<file path="src/rtl/lsu_pkg.sv">
// Shared types and helpers for the load/store unit: FSM states, funct3 codes,
// byte-mask and alignment helpers.
package lsu_pkg;

    typedef enum logic [1:0] {
        IDLE = 2'd0,
        REQ  = 2'd1,
        DONE = 2'd2
    } lsu_state_e;

    localparam logic [2:0] F3_B  = 3'b000;
    localparam logic [2:0] F3_H  = 3'b001;
    localparam logic [2:0] F3_W  = 3'b010;
    localparam logic [2:0] F3_D  = 3'b011;
    localparam logic [2:0] F3_BU = 3'b100;
    localparam logic [2:0] F3_HU = 3'b101;
    localparam logic [2:0] F3_WU = 3'b110;

    // funct3[1:0] encodes the access size for every legal code.
    function automatic logic [7:0] size_mask(input logic [2:0] f3);
        case (f3[1:0])
            2'd0:    return 8'h01;
            2'd1:    return 8'h03;
            2'd2:    return 8'h0F;
            default: return 8'hFF;
        endcase
    endfunction

    // Low address bits that must be zero for a naturally aligned access.
    function automatic logic [2:0] align_mask(input logic [2:0] f3);
        case (f3[1:0])
            2'd0:    return 3'b000;
            2'd1:    return 3'b001;
            2'd2:    return 3'b011;
            default: return 3'b111;
        endcase
    endfunction

    function automatic logic f3_illegal(input logic [2:0] f3, input logic is_store,
                                        input logic rv64);
        logic bad;
        bad = (f3 == 3'b111);
        if (!rv64 && (f3 == F3_D || f3 == F3_WU))
            bad = 1'b1;
        if (is_store && f3[2])
            bad = 1'b1;
        return bad;
    endfunction

endpackage

</file>
<file path="src/rtl/load_store_unit_if.sv">
// Data-memory req/ack port between the load/store unit (master) and memory (slave).
interface load_store_unit_if #(
    parameter int XLEN   = 32,
    parameter int ADDR_W = 32
);
    logic                req;
    logic                we;
    logic [ADDR_W-1:0]   addr;
    logic [XLEN-1:0]     wdata;
    logic [XLEN/8-1:0]   be;
    logic [XLEN-1:0]     rdata;
    logic                ack;

    modport master (output req, we, addr, wdata, be, input rdata, ack);
    modport slave  (input req, we, addr, wdata, be, output rdata, ack);
endinterface

</file>
<file path="src/rtl/lsu_lane_align.sv">
// Combinational byte-lane steering: store shift and byte enables, plus load
// extraction with sign/zero extension.
module lsu_lane_align
    import lsu_pkg::*;
#(
    parameter int  XLEN   = 32,
    localparam int LANE_W = $clog2(XLEN/8)
) (
    input  logic [2:0]        funct3_i,
    input  logic [LANE_W-1:0] lane_i,
    input  logic [XLEN-1:0]   store_data_i,
    input  logic [XLEN-1:0]   rdata_i,
    output logic [XLEN-1:0]   wdata_o,
    output logic [XLEN/8-1:0] be_o,
    output logic [XLEN-1:0]   load_data_o
);
    logic [LANE_W+2:0] shamt;
    logic [XLEN-1:0]   shifted;

    assign shamt   = {lane_i, 3'b000};
    assign wdata_o = store_data_i << shamt;
    assign be_o    = (XLEN/8)'(size_mask(funct3_i)) << lane_i;
    assign shifted = rdata_i >> shamt;

    always_comb begin
        load_data_o = shifted;
        case (funct3_i)
            F3_B:    load_data_o = XLEN'($signed(shifted[7:0]));
            F3_BU:   load_data_o = XLEN'(shifted[7:0]);
            F3_H:    load_data_o = XLEN'($signed(shifted[15:0]));
            F3_HU:   load_data_o = XLEN'(shifted[15:0]);
            F3_W:    load_data_o = XLEN'($signed(shifted[31:0]));
            F3_WU:   load_data_o = XLEN'(shifted[31:0]);
            F3_D:    load_data_o = shifted;
            default: load_data_o = shifted;
        endcase
    end
endmodule

</file>
<file path="src/rtl/load_store_unit.sv">
// Multicycle RV32I/RV64I load/store datapath with req/ack memory port and ack timeout.
// Optional: define LSU_MISALIGN_TRAP_EN to trap misaligned accesses instead of aligning them.
module load_store_unit
    import lsu_pkg::*;
#(
    parameter int XLEN     = 32,
    parameter int ADDR_W   = 32,
    parameter int MAX_WAIT = 16
) (
    input  logic              clk,
    input  logic              rst,
    input  logic              start_i,
    input  logic              is_store_i,
    input  logic [2:0]        funct3_i,
    input  logic [XLEN-1:0]   base_i,
    input  logic [XLEN-1:0]   offset_i,
    input  logic [XLEN-1:0]   store_data_i,
    output logic              busy_o,
    output logic              done_o,
    output logic              error_o,
    output logic [XLEN-1:0]   load_data_o,
    load_store_unit_if.master mem
);
    localparam int LANE_W = $clog2(XLEN/8);
    localparam int WAIT_W = (MAX_WAIT < 2) ? 1 : $clog2(MAX_WAIT + 1);

    lsu_state_e        state_q, state_d;
    logic              is_store_q, is_store_d;
    logic [2:0]        funct3_q, funct3_d;
    logic [ADDR_W-1:0] addr_q, addr_d;
    logic [XLEN-1:0]   store_data_q, store_data_d;
    logic [XLEN-1:0]   load_data_q, load_data_d;
    logic [WAIT_W-1:0] wait_q, wait_d;
    logic              err_q, err_d;

    logic [ADDR_W-1:0] eff_addr;
    logic [ADDR_W-1:0] aligned_addr;
    logic              reject;
    logic              in_req;
    logic [XLEN-1:0]   lane_wdata;
    logic [XLEN/8-1:0] lane_be;
    logic [XLEN-1:0]   lane_load;

    assign eff_addr     = ADDR_W'(base_i + offset_i);
    assign aligned_addr = {eff_addr[ADDR_W-1:3], eff_addr[2:0] & ~align_mask(funct3_i)};

`ifdef LSU_MISALIGN_TRAP_EN
    assign reject = f3_illegal(funct3_i, is_store_i, XLEN == 64) ||
                    (|(eff_addr[2:0] & align_mask(funct3_i)));
`else
    assign reject = f3_illegal(funct3_i, is_store_i, XLEN == 64);
`endif

    lsu_lane_align #(.XLEN(XLEN)) u_lane_align (
        .funct3_i     (funct3_q),
        .lane_i       (addr_q[LANE_W-1:0]),
        .store_data_i (store_data_q),
        .rdata_i      (mem.rdata),
        .wdata_o      (lane_wdata),
        .be_o         (lane_be),
        .load_data_o  (lane_load)
    );

    always_comb begin
        state_d      = state_q;
        is_store_d   = is_store_q;
        funct3_d     = funct3_q;
        addr_d       = addr_q;
        store_data_d = store_data_q;
        load_data_d  = load_data_q;
        wait_d       = wait_q;
        err_d        = err_q;
        case (state_q)
            IDLE: begin
                err_d = 1'b0;
                if (start_i) begin
                    is_store_d   = is_store_i;
                    funct3_d     = funct3_i;
                    addr_d       = aligned_addr;
                    store_data_d = store_data_i;
                    wait_d       = '0;
                    if (reject) begin
                        err_d   = 1'b1;
                        state_d = DONE;
                    end else begin
                        state_d = REQ;
                    end
                end
            end
            REQ: begin
                if (mem.ack) begin
                    if (!is_store_q)
                        load_data_d = lane_load;
                    state_d = DONE;
                end else begin
                    wait_d = wait_q + 1'b1;
                    // The counter covers the cycle just ending, so compare post-increment.
                    if (MAX_WAIT != 0 && (32'(wait_q) + 32'd1) == 32'(MAX_WAIT)) begin
                        err_d   = 1'b1;
                        state_d = DONE;
                    end
                end
            end
            DONE:    state_d = IDLE;
            default: state_d = IDLE;
        endcase
    end

    always_ff @(posedge clk or posedge rst) begin
        if (rst) begin
            state_q      <= IDLE;
            is_store_q   <= 1'b0;
            funct3_q     <= '0;
            addr_q       <= '0;
            store_data_q <= '0;
            load_data_q  <= '0;
            wait_q       <= '0;
            err_q        <= 1'b0;
        end else begin
            state_q      <= state_d;
            is_store_q   <= is_store_d;
            funct3_q     <= funct3_d;
            addr_q       <= addr_d;
            store_data_q <= store_data_d;
            load_data_q  <= load_data_d;
            wait_q       <= wait_d;
            err_q        <= err_d;
        end
    end

    // Bus outputs decode straight from the state register so reset clears them at once.
    assign in_req      = (state_q == REQ);
    assign mem.req     = in_req;
    assign mem.we      = in_req && is_store_q;
    assign mem.addr    = addr_q;
    assign mem.be      = in_req ? lane_be : '0;
    assign mem.wdata   = in_req ? lane_wdata : '0;

    assign busy_o      = (state_q != IDLE);
    assign done_o      = (state_q == DONE);
    assign error_o     = (state_q == DONE) && err_q;
    assign load_data_o = load_data_q;

endmodule

</file>
<file path="src/flat_wrapper.sv">
// flat-port wrapper written by rule: the top's interface ports become plain ports
module load_store_unit_flat import lsu_pkg::*;
#(
    parameter int XLEN     = 32,
    parameter int ADDR_W   = 32,
    parameter int MAX_WAIT = 16
)
  (clk, rst, start_i, is_store_i, funct3_i, base_i, offset_i, store_data_i, busy_o, done_o, error_o, load_data_o, mem_req, mem_we, mem_addr, mem_wdata, mem_be, mem_rdata, mem_ack);
  load_store_unit_if #(.XLEN(XLEN), .ADDR_W(ADDR_W)) mem_i ();
  input  logic clk;
  input  logic rst;
  input  logic start_i;
  input  logic is_store_i;
  input  logic [2:0] funct3_i;
  input  logic [XLEN-1:0] base_i;
  input  logic [XLEN-1:0] offset_i;
  input  logic [XLEN-1:0] store_data_i;
  output logic busy_o;
  output logic done_o;
  output logic error_o;
  output logic [XLEN-1:0] load_data_o;
  output wire logic [$bits(mem_i.req)-1:0] mem_req;
  output wire logic [$bits(mem_i.we)-1:0] mem_we;
  output wire logic [$bits(mem_i.addr)-1:0] mem_addr;
  output wire logic [$bits(mem_i.wdata)-1:0] mem_wdata;
  output wire logic [$bits(mem_i.be)-1:0] mem_be;
  input wire logic [$bits(mem_i.rdata)-1:0] mem_rdata;
  input wire logic [$bits(mem_i.ack)-1:0] mem_ack;
  assign mem_req = mem_i.req;
  assign mem_we = mem_i.we;
  assign mem_addr = mem_i.addr;
  assign mem_wdata = mem_i.wdata;
  assign mem_be = mem_i.be;
  assign mem_i.rdata = mem_rdata;
  assign mem_i.ack = mem_ack;
  load_store_unit #(.XLEN(XLEN), .ADDR_W(ADDR_W), .MAX_WAIT(MAX_WAIT)) u_core (.clk(clk), .rst(rst), .start_i(start_i), .is_store_i(is_store_i), .funct3_i(funct3_i), .base_i(base_i), .offset_i(offset_i), .store_data_i(store_data_i), .busy_o(busy_o), .done_o(done_o), .error_o(error_o), .load_data_o(load_data_o), .mem(mem_i));
endmodule
</file>
<file path="config.mk">
export PLATFORM = sky130hd
export DESIGN_NAME = load_store_unit_flat
export DESIGN_NICKNAME = d
export VERILOG_FILES = /design/src/rtl/lsu_pkg.sv /design/src/rtl/load_store_unit_if.sv /design/src/rtl/lsu_lane_align.sv /design/src/rtl/load_store_unit.sv /design/src/flat_wrapper.sv
export SDC_FILE = /design/constraint.sdc
export NUM_CORES = 1
export LEC_CHECK = 0
export ABC_AREA = 1
export BUFFER_PORTS_ARGS = -buffer_cell sky130_fd_sc_hd__buf_2
export CORE_MARGIN = 8
export CORE_UTILIZATION = 35
export CTS_CLUSTER_SIZE = 16
export DETAILED_ROUTE_END_ITERATION = 8
export PLACE_DENSITY = 0.69
export SYNTH_ARGS = -nofsm -noshare
export SYNTH_HDL_FRONTEND = slang
export SYNTH_SLANG_ARGS = --single-unit
</file>
<file path="constraint.sdc">
create_clock -name clk -period 4.6 [get_ports clk]
set_input_delay 0.23 -clock clk [delete_from_list [all_inputs] [get_ports clk]]
set_output_delay 0.23 -clock clk [all_outputs]
set_load 0.01 [all_outputs]
</file>
; ---- Word level (Yosys, flattened, before mapping)
; Cells that the tools add are included.
[totals]
regBits = 108
out_inout_bits = 105
[classes]
reduce_logical = 15
mux = 20
n_addsub = 3
n_shift = 3
bitwise = 3
eq_ne = 17
[ops]
columns = cell, n
row1 = $pmux 32 s4, 1
row2 = $add 32x32->32, 1
row3 = $eq 32x5->1 const B, 1
row4 = $mux 32, 1
row5 = $shl 32x5->32, 1
row6 = $shr 32x5->32, 1
row7 = $eq 3x3->1 const B, 4
row8 = $pmux 4 s3, 1
row9 = $mux 5, 2
row10 = $pmux 5 s2, 1
row11 = $pmux 3 s3, 1
row12 = $reduce_and 3->1, 3
row13 = $mux 2, 4
row14 = $add 5x1->6 const B, 1
row15 = $eq 2x1->1 const B, 3
row16 = $eq 2x2->1 const B, 3
row17 = $logic_not 2->1, 3
row18 = $mux 1, 6
row19 = $ne 2x2->1 const B, 3
row20 = $add 5x1->5 const B, 1
row21 = $mux 4, 1
row22 = $pmux 2 s2, 1
row23 = $reduce_and 2->1, 2
row24 = $reduce_bool 2->1, 2
row25 = other kinds (11), 13

; ---- Depth between registers and ports, before layout
; Gate-level depths: netlist of run 1.
[logic_depth]
ltp_word = 7
mapped_depth = 13
mapped_depth_nobuf = 12

; ---- Modules after synthesis
; Synthesis of run 1 repeated with hierarchy kept, for this count alone.
[unflattened]
cells_unflattened = 1254
area_unflattened_um2 = 8245.4
[modules_own_cells]
columns = module, n_inst, seq_area_each_um2, area_per_inst_um2, cells_each
row1 = load_store_unit, 1, 2702.6, 6915.4, 963
row2 = lsu_lane_align, 1, 0.0, 1330.0, 291

; ---- Worst setup path after synthesis of run 1
; Ideal clock, no wire load.
[synth_timing]
path_kind = register to output
from = register u_core.addr_q[0] (netlist: u_core.mem.addr[0])
to = output port mem_wdata[17]
setup_slack_ns = 2.879
t_required_ns = 4.370
stages_incl_launch_ff = 6
t_arrival_ns = 1.491
cell_sequence = dfrtp_1 -> buf_2 -> buf_2 -> clkbuf_1 -> nor2_1 -> o32ai_1
[synth_via]
elab_chain_cells = 2
[synth_rtl]
columns = element, line
row1 = start: declaration, load_store_unit.sv:30  ; logic [ADDR_W-1:0] addr_q, addr_d;
row2 = start signal: assignment, load_store_unit.sv:123  ; addr_q <= addr_d;
row3 = $shl 32x5->32, lsu_lane_align.sv:21  ; assign wdata_o = store_data_i << shamt;
row4 = $mux 32, load_store_unit.sv:137  ; assign mem.wdata = in_req ? lane_wdata : '0;
row5 = end: declaration, flat_wrapper.sv:25  ; output wire logic [$bits(mem_i.wdata)-1:0] mem_wdata;
; Every way passes these cells.

; ---- Worst setup path in the final report of run 1
[layout_timing]
from = register u_core.addr_q[0] (netlist: u_core.mem.addr[0])
to = output port mem_wdata[23]
; The elaborated chain is that of the path after synthesis.

==> flow_summary.ini, run 1 <==
[status]
status = finished with violations
violations = negative hold slack

[timing]
max_slew.worst_pin.slew_ns = 1.22
rsz0062_at_grt = no
skew_ns = 0.0128
whs_ns = -0.0111
fin_setup_tns_ns = 0
finalMaxSlewViolations = 0
fin_crit_ns = 2.65
setup_viol = 0
finalWorstSetupSlack_ns = 1.95
fin_crit_sh_pct = 57.6
max_freq_mhz = 377
final-hold-violation-count = 5
maxSlewHeadroom_pct = 18.2

[power]
switching_share_pct = 42.7
power_density_mw_per_mm2 = 476
p_int_uw = 2540
power.net_switching_uw = 1890
leakage_uw = 0.00537
clock_power_share_pct = 19.9
sequentialPowerShare_pct = 36.8
p_comb_share_pct = 43.3
ir_worst_vdd_v = 0.000189

[die]
chipHeight_um = 163
die_area_mm2 = 0.0265
coreArea_mm2 = 0.0211
fp-row-count = 53
start_util_pct = 35.8
io-pin-count = 241
die_x_um = 163

[hold_path]
min_path_type = input port to asynchronous set/reset pin

[detailed_routing]
drtPass1Iterations = 5
drtIter0Drc = 628
routed-via-count = 8149
drc = 0
wl_per_cell_um = 15.2
postRouteAntennaNets = 0
finalWirelength_um = 25200
via_per_inst = 4.91

[clock_tree]
clkTransAtPathRegs_ns = 0.08
cts_max_path_buffers = 2
numCtsBuffers = 9
htree_levels = 3
post_cts_buffers = 0
cts_resized = 0
postCtsHoldBufs = 0
clock-sinks = 108
clk_latency_ns = 0.35
cts_tree = done
cts_root_buffer = clkbuf_16

[global_route]
grt_overflow = 0
grt_pass1_vias = 7773
grt_pass1_wl_um = 40000
grtUsageTotal_pct = 18.7
antenna_found_initial = 1
grt_max_degree = 80

[cells_and_area]
nFillCells = 2227
regArea_mm2 = 0.00270
final_cell_mix = nand2_1 (453), buf_2 (240), inv_1 (156), dfrtp_1 (107), nor2_1 (101)
multi_input_area_mm2 = 0.00406
final_nets = 1549
final_common_cell = nand2_1
layout-drive-gt1-share_pct = 19.9
areaGrowthSynthToFinish_pct = 23.0
antennaDiodeCount = 0

[setup_path]
startpoint_type = flop
cp.arrival_ns = 2.42
crit_required_ns = 4.37
critPathSlowestCell = inv_2
critPathMaxStageDelay_ns = 0.72
reg2regPathDepth = 6
crit_chain = inv_2 -> nand2_1 -> o32ai_1 -> buf_2
worstSetupPathType = flop to output pin
critPathMaxFanout = 58
critPathCaptureType = output pin

[synth]
yosys_warnings = 0
syn_inst = 1163
synth.avg_cell_area_um2 = 6.49
ys_types = 38
ys_ff_latch = 108
ys_seq_area_share_pct = 35.8
syn_area_mm2 = 0.00755
synth_nets = 1332

[placed_design]
dp_slack_ns = 2.32
portBuffers = 240
hpwl_um = 19700
place_congestion = 0.905

[job]
drv_cap = 0
cells in the mapped netlist:
master	n	area (µm²)
a211oi_1	7	52.6
a21boi_0	1	7.51
a21o_1	1	7.51
a21oi_1	48	240
a21oi_2	2	17.5
a221oi_1	1	8.76
a31oi_1	1	6.26
and2_1	1	6.26
buf_1	2	7.51
buf_2	10	50.1
buf_4	3	22.5
buf_6	1	11.3
clkbuf_1	23	86.3
clkinv_1	1	3.75
dfrtp_1	108	2700
fa_1	1	20.0
ha_1	32	400
inv_1	157	589
inv_2	6	22.5
nand2_1	454	1700
nand2_2	1	6.26
nand3_1	73	365
nand3b_1	4	30.0
nand4_1	3	18.8
nor2_1	101	379
nor2_2	1	6.26
nor2_4	1	11.3
nor3_1	6	30.0
nor3_4	1	16.3
o211ai_1	7	52.6
o21ai_0	55	275
o21ai_1	4	20.0
o21bai_1	3	22.5
o22ai_1	9	56.3
o31ai_1	2	15.0
o32ai_1	16	140
xnor2_1	15	131
xor2_1	1	8.76
flip-flops by register name, indices dropped and copies added (netlist names):
register and flops:
u_core.state_q 2, u_core.is_store_q 1, u_core.wait_q 5, u_core.store_data_q 32
u_core.err_q 1, u_core.funct3_q 3, u_core.mem.addr 32, u_core.load_data_o 32
metal layers:
| metal | share of wire [%] | GRT usage [%] | vias to the layer above |
|---|---|---|---|
| li1 | - | - | 4101 |
| met1 | 44 | 24.2 | 3671 |
| met2 | 46 | 30.2 | 323 |
| met3 | 7.5 | 3.74 | 52 |
| met4 | 3.1 | 7.51 | 2 |
| met5 | 0.051 | 0 | - |
power by group through the flow:
stage | clock [µW] | combinational, µW | sequential [µW]
after detailed placement | 0 | 1930 | 1640
after global routing | 942 | 2150 | 1680
after floorplan | 0 | 1080 | 1700
after global placement | 0 | 1900 | 1640
after CTS | 903 | 1940 | 1630
final | 878 | 1920 | 1630
worst max-delay path, delay by kind of cell, from the launching register on:
family | cells | cell delay, ns
AO/OA/AOI/OAI | 1 | 0.24
AND/OR/NAND/NOR | 1 | 0.47
flip-flops | 1 | 0.41
buffers and inverters | 2 | 0.91
cell type report:
| type | instances | area share [%] |
|---|---|---|
| well taps | 275 | 3.70 |
| clock buffers | 9 | 2.42 |
| clock inverters | 7 | 1.12 |
| inverters | 164 | 6.65 |
| flip-flops and latches | 108 | 29.1 |
| repair buffers | 245 | 13.3 |
| multi-input cells | 852 | 43.7 |
final timing paths:
check	from	endpoint	slack [ns]
min reg2reg	u_core.load_data_o[2]	u_core.load_data_o[2]	0.48
max in group asynchronous	rst	u_core.store_data_q[18]	3.38
min	rst	u_core.mem.addr[10]	-0.01
min in group clk	store_data_i[20]	u_core.store_data_q[20]	0.07
max reg2reg	u_core.state_q[1]	u_core.store_data_q[3]	2.33
max	u_core.mem.addr[0]	mem_wdata[23]	1.95
through the flow:
| step | cells | utilization [%] | hold WS [ns] | total power [µW] | instance area (µm²) |
|---|---|---|---|---|---|
| after floorplan | 1163 | - | 0.340 | 2780 | 7550 |
| after global placement | 1644 | 42.5 | 0.412 | 3540 | 8960 |
| after detailed placement | 1644 | 42.5 | 0.418 | 3560 | 8960 |
| after CTS | 1660 | 44.1 | 0.0236 | 4460 | 9290 |
| after global routing | 1660 | 44.1 | 0.0481 | 4770 | 9290 |
| final | 1660 | 44.1 | -0.0111 | 4420 | 9290 |
kinds of logic after synthesis:
| kind of cell | synth area share [%] |
|---|---|
| DFF | 35.8 |
| xor gates and xnor gates | 1.86 |
| and+or+nand+nor | 34.1 |
| adders and majority gates | 5.57 |
| AOI/OAI and AO/OA | 12.2 |
| buffers and inverters | 10.5 |
Note: power is estimated with default switching activity, not from simulation.
==> inputs of run 2 (changes only) <==
--- a/config.mk
+++ b/config.mk
@@ -5,7 +5,7 @@
 export SDC_FILE = /design/constraint.sdc
 export NUM_CORES = 1
 export LEC_CHECK = 0
-export ABC_AREA = 1
+export ABC_AREA = 0
 export BUFFER_PORTS_ARGS = -buffer_cell sky130_fd_sc_hd__buf_2
 export CORE_MARGIN = 8
 export CORE_UTILIZATION = 35
==> constraint.sdc (replaced) <==
create_clock -name clk -period 2.68 [get_ports clk]
set_input_delay 0.134 -clock clk [delete_from_list [all_inputs] [get_ports clk]]
set_output_delay 0.134 -clock clk [all_outputs]
set_load 0.01 [all_outputs]
==> flow_summary.ini, run 2 <==
[cells_and_area]
final_nets = 1284
areaGrowthSynthToFinish_pct = 31.2
nFillCells = 1999
finish.utilization_pct = 46.2
layout-drive-gt1-share_pct = 27.5
final_cell_mix = buf_2 (240), nand2_1 (212), dfrtp_1 (106), nor2_1 (73), a21oi_1 (70)
regArea_mm2 = 0.00271
multi_input_area_mm2 = 0.00410
final_common_cell = buf_2
final_cells = 1395

[power]
clock_power_share_pct = 18.6
power_density_mw_per_mm2 = 832
switching_share_pct = 41.0
leakage_uw = 0.00451
ir_worst_vdd_v = 0.000310
power.net_switching_uw = 3150
p_int_uw = 4530
p_comb_share_pct = 44.2
sequentialPowerShare_pct = 37.2

[global_route]
grtUsageTotal_pct = 19.0
antenna_found_initial = 4
grt_overflow = 0
grt_pass1_vias = 7296
grt_pass1_wl_um = 37600
grt_max_degree = 63

[synth]
synthTopCellsByCount = nand2_1 (213), dfrtp_1 (108), nor2_1 (73)
synthMuxAreaShare_pct = 7.77
syn_area_mm2 = 0.00704
ys_types = 59
synth_largest_area_cell = dfrtp_1
synth_edf_count = 0
yosys_warnings = 0
ys_top_cells_by_area = dfrtp_1 (38%), nand2_1 (11%), ha_1 (5.7%), a21oi_1 (5.0%), mux2i_1 (4.8%)
synth_nets = 1029
synthSimpleGateAreaFrac_pct = 21.6
synth_top_family_by_area = simple AND/OR/NAND/NOR gates
synth_top_area_share_pct = 38.4
async_reset_ff_share_pct = 100
ys_seq_area_share_pct = 38.4
synth_flop_cell = dfrtp_1
syn_inst = 860
synth.avg_cell_area_um2 = 8.18
synth_fa_ha_area_share_pct = 5.97
yosysMostFrequentCell = nand2_1
ys_ff_latch = 108
synth-compound-area-share_pct = 19.2
synthXorXnorAreaFrac_pct = 3.61

[placed_design]
portBuffers = 240
hpwl_um = 18500
post-place-cells = 1340
dp_slack_ns = 0.106
place_congestion = 0.935

[setup_path]
startpoint_type = flop
critPathCaptureType = output pin
crit_required_ns = 2.55
worstSetupPathType = flop to output pin
cp.arrival_ns = 2.27
critPathMaxFanout = 29

[detailed_routing]
via_per_inst = 5.22
drtPass1Iterations = 5
routed-via-count = 7277
postRouteAntennaNets = 0
finalWirelength_um = 24200
wl_per_cell_um = 17.3
drtIter0Drc = 426
drc = 0

[timing]
finalMaxSlewViolations = 0
fin_setup_tns_ns = 0
fin_crit_sh_pct = 89.9
whs_ns = 0.0372
maxSlewHeadroom_pct = 51.1
fin_crit_ns = 2.41
rsz0062_at_grt = no
finalWorstSetupSlack_ns = 0.272
final-hold-violation-count = 0
setup_viol = 0
skew_ns = 0.00804
max_slew.worst_pin.slew_ns = 0.731
max_freq_mhz = 415

[die]
io-pin-count = 241
die_area_mm2 = 0.0249
chipHeight_um = 158
die_x_um = 158
coreArea_mm2 = 0.0200
fp-row-count = 52
start_util_pct = 35.2

[job]
drv_cap = 0

[clock_tree]
post_cts_buffers = 0
cts_tree = done
postCtsHoldBufs = 34
cts_max_path_buffers = 2
clock-sinks = 108
cts_root_buffer = clkbuf_16
htree_levels = 3
numCtsBuffers = 9
clk_latency_ns = 0.34
clkTransAtPathRegs_ns = 0.08
cts_resized = 0

[hold_path]
min_path_type = input port to flop

[status]
status = finished, final reports clean
[run 2: kinds of logic (layout without fill, tap and decap cells)]
kind of cell               Yosys count  in the layout
AOI/OAI and AO/OA                  218            218
muxes                               52             52
adders and majority gates           33             33
buffers and inverters               62            322
xor gates and xnor gates            29             29
other                                0              5
and+or+nand+nor                    358            358
DFF                                108            108
[run 2: power by group through the flow]
stage / registers [µW] / clock network, µW / logic [µW]
6_report: 2860 / 1430 / 3390
3_5_place_dp: 2880 / 0 / 3380
2_1_floorplan: 2960 / 0 / 1890
5_1_grt: 2950 / 1550 / 3770
3_3_place_gp: 2860 / 0 / 3310
4_1_cts: 2850 / 1480 / 3420
[run 2: metal layers]
| layer | GRT usage (%) | wire length (µm) |
|---|---|---|
| met4 | 7.16 | 479 |
| met2 | 32.2 | 11600 |
| met5 | 0 | 12 |
| met1 | 23.1 | 10200 |
| met3 | 4.26 | 1960 |
[run 2: area by class of cell]
cell class	count	share of cell area (%)
Timing Repair Buffer	293	18.5
Clock buffer	11	2.74
Tap cell	270	3.66
Multi-Input combinational cell	690	44.4
Inverter	13	0.569
Sequential cell	108	29.3
Clock inverter	5	0.732
Antenna cell	5	0.135
[run 2: worst paths after layout]
path	startpoint	to	slack [ns]	depth (start not counted)
setup / recovery	u_core.mem.addr[0]	mem_wdata[24]	0.27	5
hold / removal	store_data_i[19]	u_core.store_data_q[19]	0.04	3
setup reg to reg	u_core.mem.addr[0]	u_core.load_data_o[21]	0.66	7
hold reg to reg	u_core.store_data_q[27]	u_core.store_data_q[27]	0.47	2
max in group asynchronous	rst	u_core.store_data_q[24]	1.50	4
min in group asynchronous	rst	u_core.load_data_o[22]	0.44	3
[run 2: per-stage QoR]
step,area (µm²),total power [µW]
floorplan,7040,4850
global placement,8560,6180
detailed placement,8560,6250
CTS,9220,7760
global route,9230,8280
finish,9240,7680
[run 2: worst max-delay path: stages, from the launching register on]
cell and delay, ns:
dfrtp_2 0.57, buf_4 0.37, buf_4 0.39, a211oi_1 0.08, a211oi_1 0.31, buf_2 0.20
